$ cat src/rtl/nibble_serial_adder.sv
// Multi-word adder that consumes operand nibbles LSB-first, chains the carry
// between slices, and hands the assembled sum, carry-out and overflow downstream.
module nibble_serial_adder #(
    parameter int NIBBLES = 4
) (
    input  logic                   clk,
    input  logic                   rst,
    input  logic                   in_valid,
    output logic                   in_ready,
    input  logic [3:0]             in_a,
    input  logic [3:0]             in_b,
    input  logic                   cin,
    output logic                   out_valid,
    input  logic                   out_ready,
    output logic [4*NIBBLES-1:0]   out_sum,
    output logic                   out_cout,
    output logic                   out_ovf,
    output logic                   busy
);

    localparam int W  = 4 * NIBBLES;
    localparam int CW = (NIBBLES > 1) ? $clog2(NIBBLES) : 1;
    localparam logic [CW-1:0] LAST_IDX = CW'(NIBBLES - 1);

    typedef enum logic [1:0] {
        IDLE  = 2'd0,
        ACCUM = 2'd1,
        DONE  = 2'd2
    } state_t;

    state_t          state_r, state_s;
    logic [W-1:0]    sum_r, sum_s;
    logic            carry_r, carry_s;
    logic [CW-1:0]   cnt_r, cnt_s;
    logic            cout_r, cout_s;
    logic            ovf_r, ovf_s;
    logic            in_ready_r, out_valid_r, busy_r;
    logic            accept_s, last_s, carry_in_s;
    logic [4:0]      add_s;

    // 4-bit ripple-carry stage: {carry_out, sum} of a + b + ci
    function automatic logic [4:0] nibble_add(input logic [3:0] a,
                                              input logic [3:0] b,
                                              input logic       ci);
        return {1'b0, a} + {1'b0, b} + {4'b0000, ci};
    endfunction

    assign accept_s   = in_valid && in_ready_r;
    assign carry_in_s = (state_r == IDLE) ? cin : carry_r;
    assign add_s      = nibble_add(in_a, in_b, carry_in_s);
    assign last_s     = (cnt_r == LAST_IDX);

    // Next-state and datapath update for the slice sequencer
    always_comb begin
        state_s = state_r;
        sum_s   = sum_r;
        carry_s = carry_r;
        cnt_s   = cnt_r;
        cout_s  = cout_r;
        ovf_s   = ovf_r;
        case (state_r)
            IDLE: begin
                if (accept_s) begin
                    sum_s      = {W{1'b0}};
                    sum_s[3:0] = add_s[3:0];
                    carry_s    = add_s[4];
                    cnt_s      = CW'(1);
                    if (last_s) begin
                        state_s = DONE;
                        cout_s  = add_s[4];
                        ovf_s   = (in_a[3] ^ in_b[3] ^ add_s[3]) ^ add_s[4];
                    end else begin
                        state_s = ACCUM;
                    end
                end else begin
                    state_s = IDLE;
                end
            end
            ACCUM: begin
                if (accept_s) begin
                    sum_s[4*int'(cnt_r) +: 4] = add_s[3:0];
                    carry_s = add_s[4];
                    cnt_s   = cnt_r + CW'(1);
                    if (last_s) begin
                        state_s = DONE;
                        cout_s  = add_s[4];
                        // carry into the MSB is recovered from the slice's own bit 3
                        ovf_s   = (in_a[3] ^ in_b[3] ^ add_s[3]) ^ add_s[4];
                    end else begin
                        state_s = ACCUM;
                    end
                end else begin
                    state_s = ACCUM;
                end
            end
            DONE: begin
                if (out_ready) begin
                    state_s = IDLE;
                    cnt_s   = {CW{1'b0}};
                end else begin
                    state_s = DONE;
                end
            end
            default: begin
                state_s = IDLE;
                cnt_s   = {CW{1'b0}};
            end
        endcase
    end

    // State, datapath and registered handshake outputs
    always_ff @(posedge clk) begin
        if (rst) begin
            state_r     <= IDLE;
            sum_r       <= {W{1'b0}};
            carry_r     <= 1'b0;
            cnt_r       <= {CW{1'b0}};
            cout_r      <= 1'b0;
            ovf_r       <= 1'b0;
            in_ready_r  <= 1'b1;
            out_valid_r <= 1'b0;
            busy_r      <= 1'b0;
        end else begin
            state_r     <= state_s;
            sum_r       <= sum_s;
            carry_r     <= carry_s;
            cnt_r       <= cnt_s;
            cout_r      <= cout_s;
            ovf_r       <= ovf_s;
            in_ready_r  <= (state_s != DONE);
            out_valid_r <= (state_s == DONE);
            busy_r      <= (state_s != IDLE);
        end
    end

    assign in_ready  = in_ready_r;
    assign out_valid = out_valid_r;
    assign out_sum   = sum_r;
    assign out_cout  = cout_r;
    assign out_ovf   = ovf_r;
    assign busy      = busy_r;

endmodule

$ cat config.mk
export PLATFORM = sky130hd
export DESIGN_NAME = nibble_serial_adder
export DESIGN_NICKNAME = d
export VERILOG_FILES = /design/src/rtl/nibble_serial_adder.sv
export SDC_FILE = /design/constraint.sdc
export NUM_CORES = 1
export LEC_CHECK = 0
export CORE_AREA = 2 2 53 55
export CTS_CLUSTER_DIAMETER = 80
export DETAILED_ROUTE_END_ITERATION = 7
export DIE_AREA = 0 0 55 57
export GPL_ROUTABILITY_DRIVEN = 0
export HOLD_SLACK_MARGIN = 0.15
export PLACE_DENSITY = 0.83
export SLEW_MARGIN = 0
export SYNTH_ARGS = -nofsm -noshare
export SYNTH_HDL_FRONTEND = slang
export SYNTH_SLANG_ARGS = --single-unit
export TNS_END_PERCENT = 50
$ cat constraint.sdc
create_clock -name clk -period 4.05 [get_ports clk]
set_input_delay 0.405 -clock clk [delete_from_list [all_inputs] [get_ports clk]]
set_output_delay 0.405 -clock clk [all_outputs]
set_load 0.02 [all_outputs]
==> run summary, run 1 <==
The critical path data arrival time is 2.67 ns, and the highest cell delay on the worst timing path is 0.42 ns. The effective utilization at floorplan came out at 46.3%. In the routed design, unresolved DRC markers number 0.

The tools report the startpoint of the worst setup timing path as state_r[1]. After detailed routing, the average wire length per cell comes to 13.7 µm. The post-synth design cell area was 1210 µm². A synthesized cell averages 9.03 µm². TritonCTS built the clock tree. The detailed-routing iteration count for the pre-antenna-repair pass came out at 4. The first global-routing pass estimated 4470 µm of wire. The tools report the critical path launch point type as a register. Slowest stage cell on the critical path: sky130_fd_sc_hd__fa_1.

The total vias in the final route was 1,105; the synthesized flop and latch total was 26. The run gives 2110 µm as the estimated wirelength of the detail-placed design. The tools report the endpoint class of the critical path as a register. The initialized floorplan defines 19 standard-cell rows. 0 antenna diodes ended up in the layout. Yosys printed 0 warnings. The aggregate negative setup slack is 0 ns, and the share of cells above drive strength 1 is 5.39%.

The startpoint identified for the worst hold timing path is out_cout. The final critical path takes up 60.0% of the cycle. The clock reaches the later pin of the worst-skew pair after 0.33 ns.

Max-cap violations in this run came to 0. The run gives 61.7% as the fraction of the core area covered by cells at the end of the flow. The startpoint identified for the worst register-to-register timing path is state_r[1].

The worst-case headroom to the max-slew limit came out at 41.1%. The tools report the count of clock tree sinks as 26. The setup slack of the most critical reg-to-reg path is 1.62 ns. The die extent in x was 55 µm. For hold timing, the worst endpoint is out_cout. End of the worst register-to-register path: out_ovf. Number of primary I/O pins: 34. The flow ran to the end, and the final reports show no timing, DRC or antenna violations. Together, buffers and inverters on the worst path number 0. The tools report the initial antenna violation count as 0. The net count of the finished layout was 191. Across the VDD grid, the largest voltage drop is 0.253 mV.

The number of global-route vias before repair is 1,016. The count of cells along the worst hold path came out at 2. Synthesis instantiated 28 different standard cells from the library.

For the depth of the CTS H-tree, the log shows 1. The total overflow left after global routing is 0. The die outline height is 57 µm, and the number of standard cells after synthesis is 134. Total core area: 2620 µm².

Clock-pin slew was measured on the worst setup and hold paths at 0.14 ns. The highest achievable clock rate is 0.412 GHz, and the largest net degree at the start of global routing is 26. The run gives 43.0% as the proportion of synthesized chip area in sequential cells. The net count after synthesis was 157. Buffers added to address setup during post-CTS repair amount to 0. The highest net fanout along the worst path came out at 8.

The setup violation total in the final timing report is 0, and the final-layout worst hold slack is 0.519 ns. The total count of hold-check failures in the final report was 0. The path depth of the worst reg2reg path is 9, and the CTS buffer count is 3. The longest clock path from root to sink contains 2 buffers. The kind of cell with the highest combined delay along the critical path is adder cells.

For the worst setup path, the data required time is 4.29 ns. Setup repair after global routing left no endpoint under its margin. For the max-slew violation count, the log shows 0. By instance count, the cell type seen most on the critical path is sky130_fd_sc_hd__fa_1. Walking the worst path, the cells encountered are nor2_1, mux2i_1, fa_1, fa_1, nor2b_1, o21ai_0, nand2_1, xnor2_1, a311oi_1. The clock period minus final worst setup slack is 2.43 ns, and the transition time at the pin with the least slew margin is 0.881 ns.

The filler cells instantiated in the layout total 228. For the number of gates given a new drive strength after cts, the log shows 0. The post-route clock skew was 0.00507 ns.

The total power per unit cell area was 341 nW/µm². The min-delay analysis places its worst path in the category reg2reg. After clock tree synthesis, the flow added hold-fix buffers numbering 0. After the first detailed-routing iteration, the DRC count stood at 36.

Summed over all cells, the static leakage comes to 0.000648 µW. The count of port buffers added during placement is 33, and the per-cell via count in the routed design is 5.58. Compared with the post-synthesis result, the final layout area differs by 33.3%.

The critical path is of the reg2reg type. The tools report the full die area as 3140 µm². For this run, the total global-route usage over all layers was measured as 19.5%. The number of nets with antenna violations after detailed routing is 0, and the overall routed net length is 2720 µm. Root buffer cell: sky130_fd_sc_hd__clkbuf_4.
worst max path at each step:
stage | cells past startpoint | end | slack, ns
final | 9 | out_ovf | 1.62
after global routing | 9 | out_ovf | 1.49
after global placement | 9 | out_ovf | 1.56
after floorplan | 9 | out_ovf | 1.95
after detailed placement | 9 | out_ovf | 1.45
after CTS | 9 | out_ovf | 1.61
worst min-delay path, cell delays in order (launching register included):
cell and delay [ns]:
sky130_fd_sc_hd__dfxtp_1 0.33, sky130_fd_sc_hd__a21oi_1 0.11, sky130_fd_sc_hd__nor3_1 0.05
cell usage in the layout (no fill, tap or decap):
cell type                          n
sky130_fd_sc_hd__a2111oi_0         1
sky130_fd_sc_hd__a21oi_1           7
sky130_fd_sc_hd__a21oi_2           1
sky130_fd_sc_hd__a221oi_1          1
sky130_fd_sc_hd__a22oi_1          16
sky130_fd_sc_hd__a311oi_1          2
sky130_fd_sc_hd__a31oi_1           1
sky130_fd_sc_hd__and2_1            1
sky130_fd_sc_hd__and3_1            3
sky130_fd_sc_hd__and3b_1           1
sky130_fd_sc_hd__and4b_1           1
sky130_fd_sc_hd__bufinv_16         1
sky130_fd_sc_hd__clkbuf_4          3
sky130_fd_sc_hd__clkdlybuf4s50_1  33
sky130_fd_sc_hd__dfxtp_1          26
sky130_fd_sc_hd__fa_1              2
sky130_fd_sc_hd__ha_1              8
sky130_fd_sc_hd__inv_1            11
sky130_fd_sc_hd__mux2i_1           2
sky130_fd_sc_hd__nand2_1           6
sky130_fd_sc_hd__nand2b_1          1
sky130_fd_sc_hd__nor2_1           24
sky130_fd_sc_hd__nor2b_1           2
sky130_fd_sc_hd__nor3_1            3
sky130_fd_sc_hd__o21ai_0           3
sky130_fd_sc_hd__o21ai_2           3
sky130_fd_sc_hd__or2_2             1
sky130_fd_sc_hd__xnor2_1           2
sky130_fd_sc_hd__xor2_1            1
stage by stage:
| step | cells | setup slack [ns] | power (µW) | cell area (µm²) |
|---|---|---|---|---|
| 2_1_floorplan | 134 | 1.95 | 337 | 1210 |
| 5_1_grt | 198 | 1.49 | 572 | 1610 |
| 3_5_place_dp | 194 | 1.45 | 375 | 1560 |
| 3_3_place_gp | 194 | 1.56 | 370 | 1560 |
| 4_1_cts | 198 | 1.61 | 552 | 1610 |
| 6_report | 198 | 1.62 | 550 | 1610 |
power by group:
| group | switching (µW) | total (µW) | internal (µW) |
|---|---|---|---|
| sequential | 6.30 | 270 | 264 |
| combinational | 57.0 | 99.8 | 42.9 |
| clock | 79.8 | 180 | 100 |
| total | 143 | 550 | 407 |
registers in the layout, summed over array words and instances, names as in the netlist:
name       flops
state_r        2
out_sum       16
out_cout       1
carry_r        1
busy           1
out_valid      1
cnt_r          2
out_ovf        1
in_ready       1
logic make-up (layout without fill, tap and decap cells):
family,Yosys count,count (layout),synth area share (%)
multiplexers,2,2,1.65
AO/OA/AOI/OAI,35,35,20.4
flip-flops,26,26,43.0
AND/OR/NAND/NOR,43,43,16.2
XOR/XNOR,3,3,2.17
adder cells (fa/ha/maj),10,10,11.6
buffers and inverters,15,48,4.96
Yosys cell counts, drive strengths merged:
| master | n | share of area (%) |
|---|---|---|
| nand2b | 1 | 0.52 |
| inv | 11 | 3.4 |
| nor2b | 2 | 1.0 |
| a221oi | 1 | 0.72 |
| mux2i | 2 | 1.7 |
| ha | 8 | 8.3 |
| a21oi | 8 | 3.6 |
| a2111oi | 1 | 0.72 |
| xnor2 | 2 | 1.4 |
| and3b | 1 | 0.72 |
| nor2 | 24 | 7.4 |
| buf | 1 | 0.62 |
| and4b | 1 | 0.83 |
| and3 | 3 | 1.6 |
| a31oi | 1 | 0.52 |
| nand2 | 6 | 1.9 |
| and2 | 1 | 0.52 |
| dfxtp | 26 | 43 |
| fa | 2 | 3.3 |
| or2 | 1 | 0.52 |
| o21ai | 6 | 3.4 |
| xor2 | 1 | 0.72 |
| nor3 | 3 | 1.2 |
| a311oi | 2 | 1.4 |
| a22oi | 16 | 9.9 |
| clkbuf | 3 | 0.93 |
per-layer routing:
metal	vias to the layer above	track usage (%)	part of all wire, %	wire, µm
met4	0	11.5	2.7	74
li1	532	-	-	-
met5	-	0	0	0
met2	30	32.8	54	1480
met3	7	2.36	3.6	98
met1	536	23.0	39	1060
cell type report:
class,count,area (µm²),area share (%)
clock buffer,3,22.5,1.40
clock inverter,1,30.0,1.86
inverter,11,41.3,2.56
multi-input combinational,93,629,39.0
sequential,26,520,32.3
tap,31,38.8,2.40
timing repair buffer,33,330,20.5
Power figures use the tool's default switching activity.
==> run 2, diff against run 1 <==
Settings changed: CORE_AREA 2 2 53 55 to 2 2 55 57, DIE_AREA 0 0 55 57 to 0 0 57 59, PLACE_DENSITY 0.83 to 0.78.
Clock period 4.05 ns to 2.4 ns, I/O delays scaled along.
==> run 2 against run 1 <==
  * Flip-flop and latch count unchanged
  * Final area up 3.0%
  * Sequential share of layout area down 0.87 points
==> run summary, run 2 (same netlist as run 1, synthesis figures left out) <==
The flow ran to the end, and the final reports show no timing, DRC or antenna violations. Share of cells above drive strength 1: 9.83% (+4.4 points). The total core area came out at 2710 µm² (+3.6%). Setup repair after global routing left no endpoint under its margin. The overall global routing resource usage is 17.2% (-2.3 points).

TritonCTS built the clock tree. Post-route clock skew: 0.00436 ns (-0.000709 ns). The full die area was 3360 µm² (+7.3%); the count of clock tree sinks was 26 (unchanged).

Per-cell via count in the routed design: 5.38 (-3.6%). The die extent in x was 57 µm (+3.6%); the total design power was 944 µW (+72%). For the detailed-routing iteration count for the pre-antenna-repair pass, the log shows 4 (unchanged). The clock period minus final worst setup slack is 2.20 ns (-0.229 ns), and the count of inserted antenna diode cells is 0 (unchanged).

The library cell used most frequently in the layout, excluding fill and tap cells, is sky130_fd_sc_hd__clkdlybuf4s50_1. The register clock-pin slew on the reported worst setup and hold paths is 0.14 ns (about the same), and the total overflow reported by the global router is 0 (unchanged). The max-slew violation count is 0 (unchanged), and the aggregate negative setup slack is 0 ns (unchanged). The logs give 2140 µm (+1.1%) for the estimated wirelength of the detail-placed design and 0.420 mV (+66%) for the peak supply drop. The clock latency of the later-clocked register in the worst-skew pair was 0.33 ns (about the same). The data required time at the worst endpoint is 2.65 ns (-1.64 ns), and the initial antenna violation count is 0 (unchanged). The die outline height was 59 µm (+3.5%). The number of buffers added for setup after CTS was 0 (unchanged); the total power per unit cell area was 568 nW/µm² (+67%). Overall routed net length: 2720 µm (unchanged). Buffer depth of the longest clock path: 2 (unchanged). The tools report the root buffer cell as sky130_fd_sc_hd__clkbuf_4. Classification of the worst setup path: reg2reg. For the CTS buffer count, the log shows 3 (unchanged).

The largest net degree at the start of global routing came out at 16 (-38%). The count of port buffers added during placement works out to 33 (unchanged). The number of buffers inserted for hold repair after clock tree synthesis was 0 (unchanged).

The tools report the critical path data arrival time as 2.45 ns (-0.22 ns). For the number of nets with antenna violations after detailed routing, the log shows 0 (unchanged). The standby leakage power was 0.000678 µW (+4.7%); the final worst-path cycle share was 91.7% (+32 points).

Relative to the synthesized area, the layout overhead comes to 37.3%. The residual DRC count came out at 0 (unchanged). The run gives 1,098 (-0.63%) as the total vias in the final route.

The transition time at the pin with the least slew margin is 0.451 ns (-0.431 ns), and the number of primary I/O pins is 34 (unchanged). The run gives 0 (unchanged) as the setup violation total in the final timing report. For the site row count, the log shows 19 (unchanged).

The run gives 1 (unchanged) as the depth of the CTS H-tree. The class of the worst hold path was reg2reg. For the max-capacitance violation count, the log shows 0 (unchanged). The worst setup path is captured at a register. The net count of the finished layout is 197 (+3.1%). The number of flip-flops in the largest register was 16 (unchanged); the total count of hold-check failures in the final report was 0 (unchanged).

First-iteration detailed-routing DRC count: 28 (-22%). The run gives 0.20 ns (-1.42 ns) as the setup slack of the most critical reg-to-reg path. For the highest achievable clock rate, the log shows 0.454 GHz (+10%).

The top cell types in the final layout, fill and taps aside, are sky130_fd_sc_hd__clkdlybuf4s50_1 (33), sky130_fd_sc_hd__dfxtp_1 (25), sky130_fd_sc_hd__nor2_1 (23). The run gives 69.9% (+29 points) as the worst-case headroom to the max-slew limit. The number of gates given a new drive strength after cts is 0 (unchanged), and the detailed-route wire length per cell is 13.3 µm (-2.9%). The critical path launch point type is a register. The run gives 4510 µm (+0.76%) as the first-pass GRT wire length. The highest net fanout along the worst path was 6 (-2). The effective utilization at floorplan is 44.6% (-1.6 points). The number of global-route vias before repair is 1,022 (+0.59%).
## run 2: power breakdown
group | switching (µW) | internal [µW]
sequential | 10.4 | 445
combinational | 99.8 | 85.8
clock | 134 | 169
total | 244 | 700
## run 2: layer usage
| layer | GRT usage, % | up-vias | routed length [µm] |
|---|---|---|---|
| met5 | 0 | - | 0 |
| met4 | 6.98 | 0 | 37 |
| met3 | 2.40 | 4 | 100 |
| met2 | 30.2 | 31 | 1430 |
| met1 | 21.3 | 518 | 1150 |
| li1 | - | 545 | - |
## run 2: path summary, 6_finish.rpt
check | from | depth (start not counted) | endpoint
worst min-delay path | carry_r | 2 | carry_r
worst min register to register | carry_r | 2 | carry_r
worst max register to register | state_r[0] | 9 | out_ovf
worst max-delay path | state_r[0] | 9 | out_ovf
## run 2: through the flow
| stage | util [%] | worst slack [ns] | cell area [µm²] | std cells | hold slack, ns |
|---|---|---|---|---|---|
| final | 61.3 | 0.199 | 1660 | 204 | 0.528 |
| after global routing | 61.3 | 0.0145 | 1660 | 204 | 0.560 |
| after CTS | 61.2 | 0.113 | 1660 | 204 | 0.527 |
| after detailed placement | 59.2 | 0.0198 | 1610 | 200 | 0.502 |
| after global placement | 59.2 | 0.0972 | 1610 | 200 | 0.489 |
| after floorplan | - | 0.304 | 1210 | 134 | 0.440 |
## run 2: final cells by class
class	instances	area, µm²
Multi-Input combinational cell	93	632
Inverter	11	41.3
Clock buffer	3	22.5
Fill cell	245	1050
Sequential cell	26	522
Clock inverter	1	30.0
Tap cell	31	38.8
Timing Repair Buffer	39	375
## run 2: critical path: stages (launching register included)
cell and delay [ns]:
sky130_fd_sc_hd__dfxtp_2 0.38, sky130_fd_sc_hd__nor2_2 0.15, sky130_fd_sc_hd__mux2i_1 0.13, sky130_fd_sc_hd__fa_1 0.42, sky130_fd_sc_hd__fa_1 0.41, sky130_fd_sc_hd__nor2b_1 0.11, sky130_fd_sc_hd__o21ai_0 0.10, sky130_fd_sc_hd__nand2_1 0.12
sky130_fd_sc_hd__xnor2_1 0.07, sky130_fd_sc_hd__a311oi_1 0.24
==> run 3, diff against run 2 <==
Settings changed: CORE_AREA 2 2 55 57 to 2 2 58 60, DIE_AREA 0 0 57 59 to 0 0 60 62, PLACE_DENSITY 0.78 to 0.72, SKIP_LAST_GASP set to 1.
==> run 3 against run 2 <==
  * Sequential share of layout area is 0.40 points lower
  * Maximum frequency is 2.6% lower
  * Combinational power hardly changed
  * Power is 0.70% lower
  * Critical path depth stayed put
  * Utilization is 8.5 points lower
  * Global-route usage is 1.8 points lower
  * Non-clock buffer count stayed put
  * First-iteration DRC count is 61% lower
  * Flip-flop and latch count stayed put
  * Clock skew hardly changed
  * Clock power is 2% lower
==> run summary, run 3 (same netlist as run 1, synthesis figures left out) <==
The total core area is 3180 µm² (+17%), and the max-slew violation count is 0 (unchanged). Register clock-pin slew on the reported worst setup and hold paths: 0.14 ns (about the same). The run gives 0.32 ns (about the same) as the clock latency of the later-clocked register in the worst-skew pair. The count of buffer and inverter cells on the critical path was 0 (unchanged). The number of primary I/O pins was 34 (unchanged); the total count of hold-check failures in the final report was 0 (unchanged). The tools report the first-iteration detailed-routing DRC count as 11 (-61%). The detailed-route wire length per cell was 12.4 µm (-7.1%); the placement-stage cell area was 1620 µm² (+1.2%).

The area occupied by multi-input gates is 632 µm² (unchanged), and the count of clock tree sinks is 26 (unchanged). The die outline height came out at 62 µm (+5.1%). The critical path launch point type is a register. The number of flip-flops in the largest register was 16 (unchanged).

The tree is rooted in a sky130_fd_sc_hd__clkbuf_4. The net count of the finished layout was 197 (unchanged). Residual DRC count: 0 (unchanged).

The class of the worst hold path is reg2reg. The logs give 0.00466 ns (+0.000299 ns) for the post-route clock skew and 294 (+20%) for the fill cell instance count of the final layout. The tools report the critical path data arrival time as 2.49 ns (+0.04 ns).

The data required time at the worst endpoint is 2.63 ns (-0.02 ns), and the final setup slack of the worst path is 0.140 ns (-0.0589 ns). Per-cell via count in the routed design: 4.98 (-7.4%). Relative to the synthesized area, the layout overhead comes to 38.8%.

The share of cells above drive strength 1 was 9.25% (-0.58 points). The count of inserted antenna diode cells is 0 (unchanged). The family of cells with the greatest summed delay on the critical path was adder cells. The number of standard cells in the layout, taps in and fillers out is 219 (+7.4%), and the standby leakage power is 0.000678 µW (about the same). The final worst-path cycle share was 94.2% (+2.5 points). The logs give 38.1% (-6.6 points) for the effective utilization at floorplan and 48.6% (+0.4 points) for the part of the total power dissipated in sequential elements.

The run gives 699 µW (about the same) as the cell internal power dissipation. The die extent in x is 60 µm (+5.3%). Slowest stage cell on the critical path: sky130_fd_sc_hd__fa_1. The tools report the CTS buffer count as 3 (unchanged).

The initial antenna violation count was 0 (unchanged); the full die area was 3720 µm² (+11%). The tools report the total overflow reported by the global router as 0 (unchanged). Detailed-routing iteration count for the pre-antenna-repair pass: 4 (unchanged). The count of port buffers added during placement is 33 (unchanged). The tools report the largest net degree at the start of global routing as 17 (+1). The highest cell delay on the worst timing path came out at 0.42 ns (about the same). The run gives 68.9% (-0.99 points) as the worst-case headroom to the max-slew limit. By instance count, the cell type seen most on the critical path is sky130_fd_sc_hd__fa_1. The worst setup path is captured at a register. The clock period minus final worst setup slack was 2.26 ns (+0.0589 ns); the site row count was 21 (+2). The number of instances in the placed design is 215 (+7.5%), and the fraction of power spent switching nets is 25.4% (-0.48 points).

The run gives 15.4% (-1.8 points) as the overall global routing resource usage. The run finished with clean final reports. TritonCTS built the clock tree. The total design power is 937 µW (-0.70%), and the max-capacitance violation count is 0 (unchanged).

The peak supply drop is 0.376 mV (-11%), and the setup violation total in the final timing report is 0 (unchanged). The total power per unit cell area was 558 nW/µm² (-1.7%); the highest net fanout along the worst path was 6 (unchanged). The buffer depth of the longest clock path was 2 (unchanged); the first-pass GRT wire length was 4220 µm (-6.3%). The run gives 1,000 (-2.2%) as the number of global-route vias before repair.

The logs give 31.8% (-0.3 points) for the share of power burned in the clock network and 2710 µm (-0.26%) for the overall routed net length. The highest achievable clock rate is 0.442 GHz (-2.6%). Total vias in the final route: 1,091 (-0.64%).

The logic gate share of total power was 19.6% (about the same). The run gives 0 (unchanged) as the number of nets with antenna violations after detailed routing. Leaving out fill and tap cells, the most frequent cell in the layout is sky130_fd_sc_hd__clkdlybuf4s50_1.

The logs give 520 µm² (-0.24%) for the combined flip-flop and latch cell area and 1 (unchanged) for the depth of the CTS H-tree. The classification of the worst setup path was reg2reg. Walking the worst path, the cells encountered are nor2_2, mux2i_1, fa_1, fa_1, nor2b_1, o21ai_0, nand2_1, xnor2_1, a311oi_1. The top cell types in the final layout, fill and taps aside, are sky130_fd_sc_hd__clkdlybuf4s50_1 (33), sky130_fd_sc_hd__dfxtp_1 (26), sky130_fd_sc_hd__nor2_1 (23). The post-placement setup slack is 0.00676 ns (-0.0130 ns), and the switching power of the nets is 238 µW (-2.5%). The final cell area excluding filler cells was 1680 µm² (+1.1%).

Estimated wirelength of the detail-placed design: 2130 µm (-0.43%). Transition time at the pin with the least slew margin: 0.462 ns (+0.0113 ns).
[run 3: cell counts in the layout (fill, tap and decap cells not counted)]
No cell type changed its count.
[run 3: what timing repair did]
action	CTS	global route
hold buffers	0	0
gates resized for setup	0	1
endpoints found under the setup margin	0	1
setup buffers	0	0
[run 3: power by group through the flow]
| stage | Sequential [µW] | Clock (µW) | Combinational [µW] |
|---|---|---|---|
| floorplan | 472 | 0 | 96.8 |
| global placement | 463 | 0 | 181 |
| detailed placement | 464 | 0 | 184 |
| CTS | 455 | 303 | 185 |
| global route | 458 | 323 | 204 |
| finish | 455 | 298 | 184 |
[run 3: final cells by class]
| type | instances | share of cell area, % |
|---|---|---|
| clock inverters | 1 | 1.79 |
| multi-input cells | 93 | 37.6 |
| well taps | 46 | 3.43 |
| clock buffers | 3 | 1.34 |
| repair buffers | 39 | 22.4 |
| flip-flops and latches | 26 | 31.0 |
| inverters | 11 | 2.46 |
[run 3: path summary, 6_finish.rpt]
path / startpoint / endpoint / slack [ns] / cells past startpoint
setup reg to reg: state_r[0] / out_ovf / 0.14 / 9
setup / recovery: state_r[0] / out_ovf / 0.14 / 9
hold / removal: carry_r / carry_r / 0.51 / 2
hold reg to reg: carry_r / carry_r / 0.51 / 2
[run 3: metrics by stage]
| step | hold WS [ns] | TNS [ns] | util, % |
|---|---|---|---|
| 2_1_floorplan | 0.440 | 0 | - |
| 3_3_place_gp | 0.488 | 0 | 51.1 |
| 3_5_place_dp | 0.494 | 0 | 51.1 |
| 4_1_cts | 0.519 | 0 | 52.7 |
| 5_1_grt | 0.531 | -0.0166 | 52.8 |
| 6_report | 0.514 | 0 | 52.8 |
[run 3: per-layer routing]
layer / vias up / global-route usage, % / part of all wire, %
met5: - / 0 / 0
li1: 546 / - / -
met4: 0 / 6.67 / 1.7
met3: 6 / 1.86 / 3.0
met2: 24 / 28.0 / 52
met1: 515 / 18.2 / 43
[run 3: worst min-delay path, cell delays in order (launching register included)]
cell and delay [ns]:
sky130_fd_sc_hd__dfxtp_1 0.34, sky130_fd_sc_hd__nor2_1 0.09, sky130_fd_sc_hd__a311oi_1 0.05
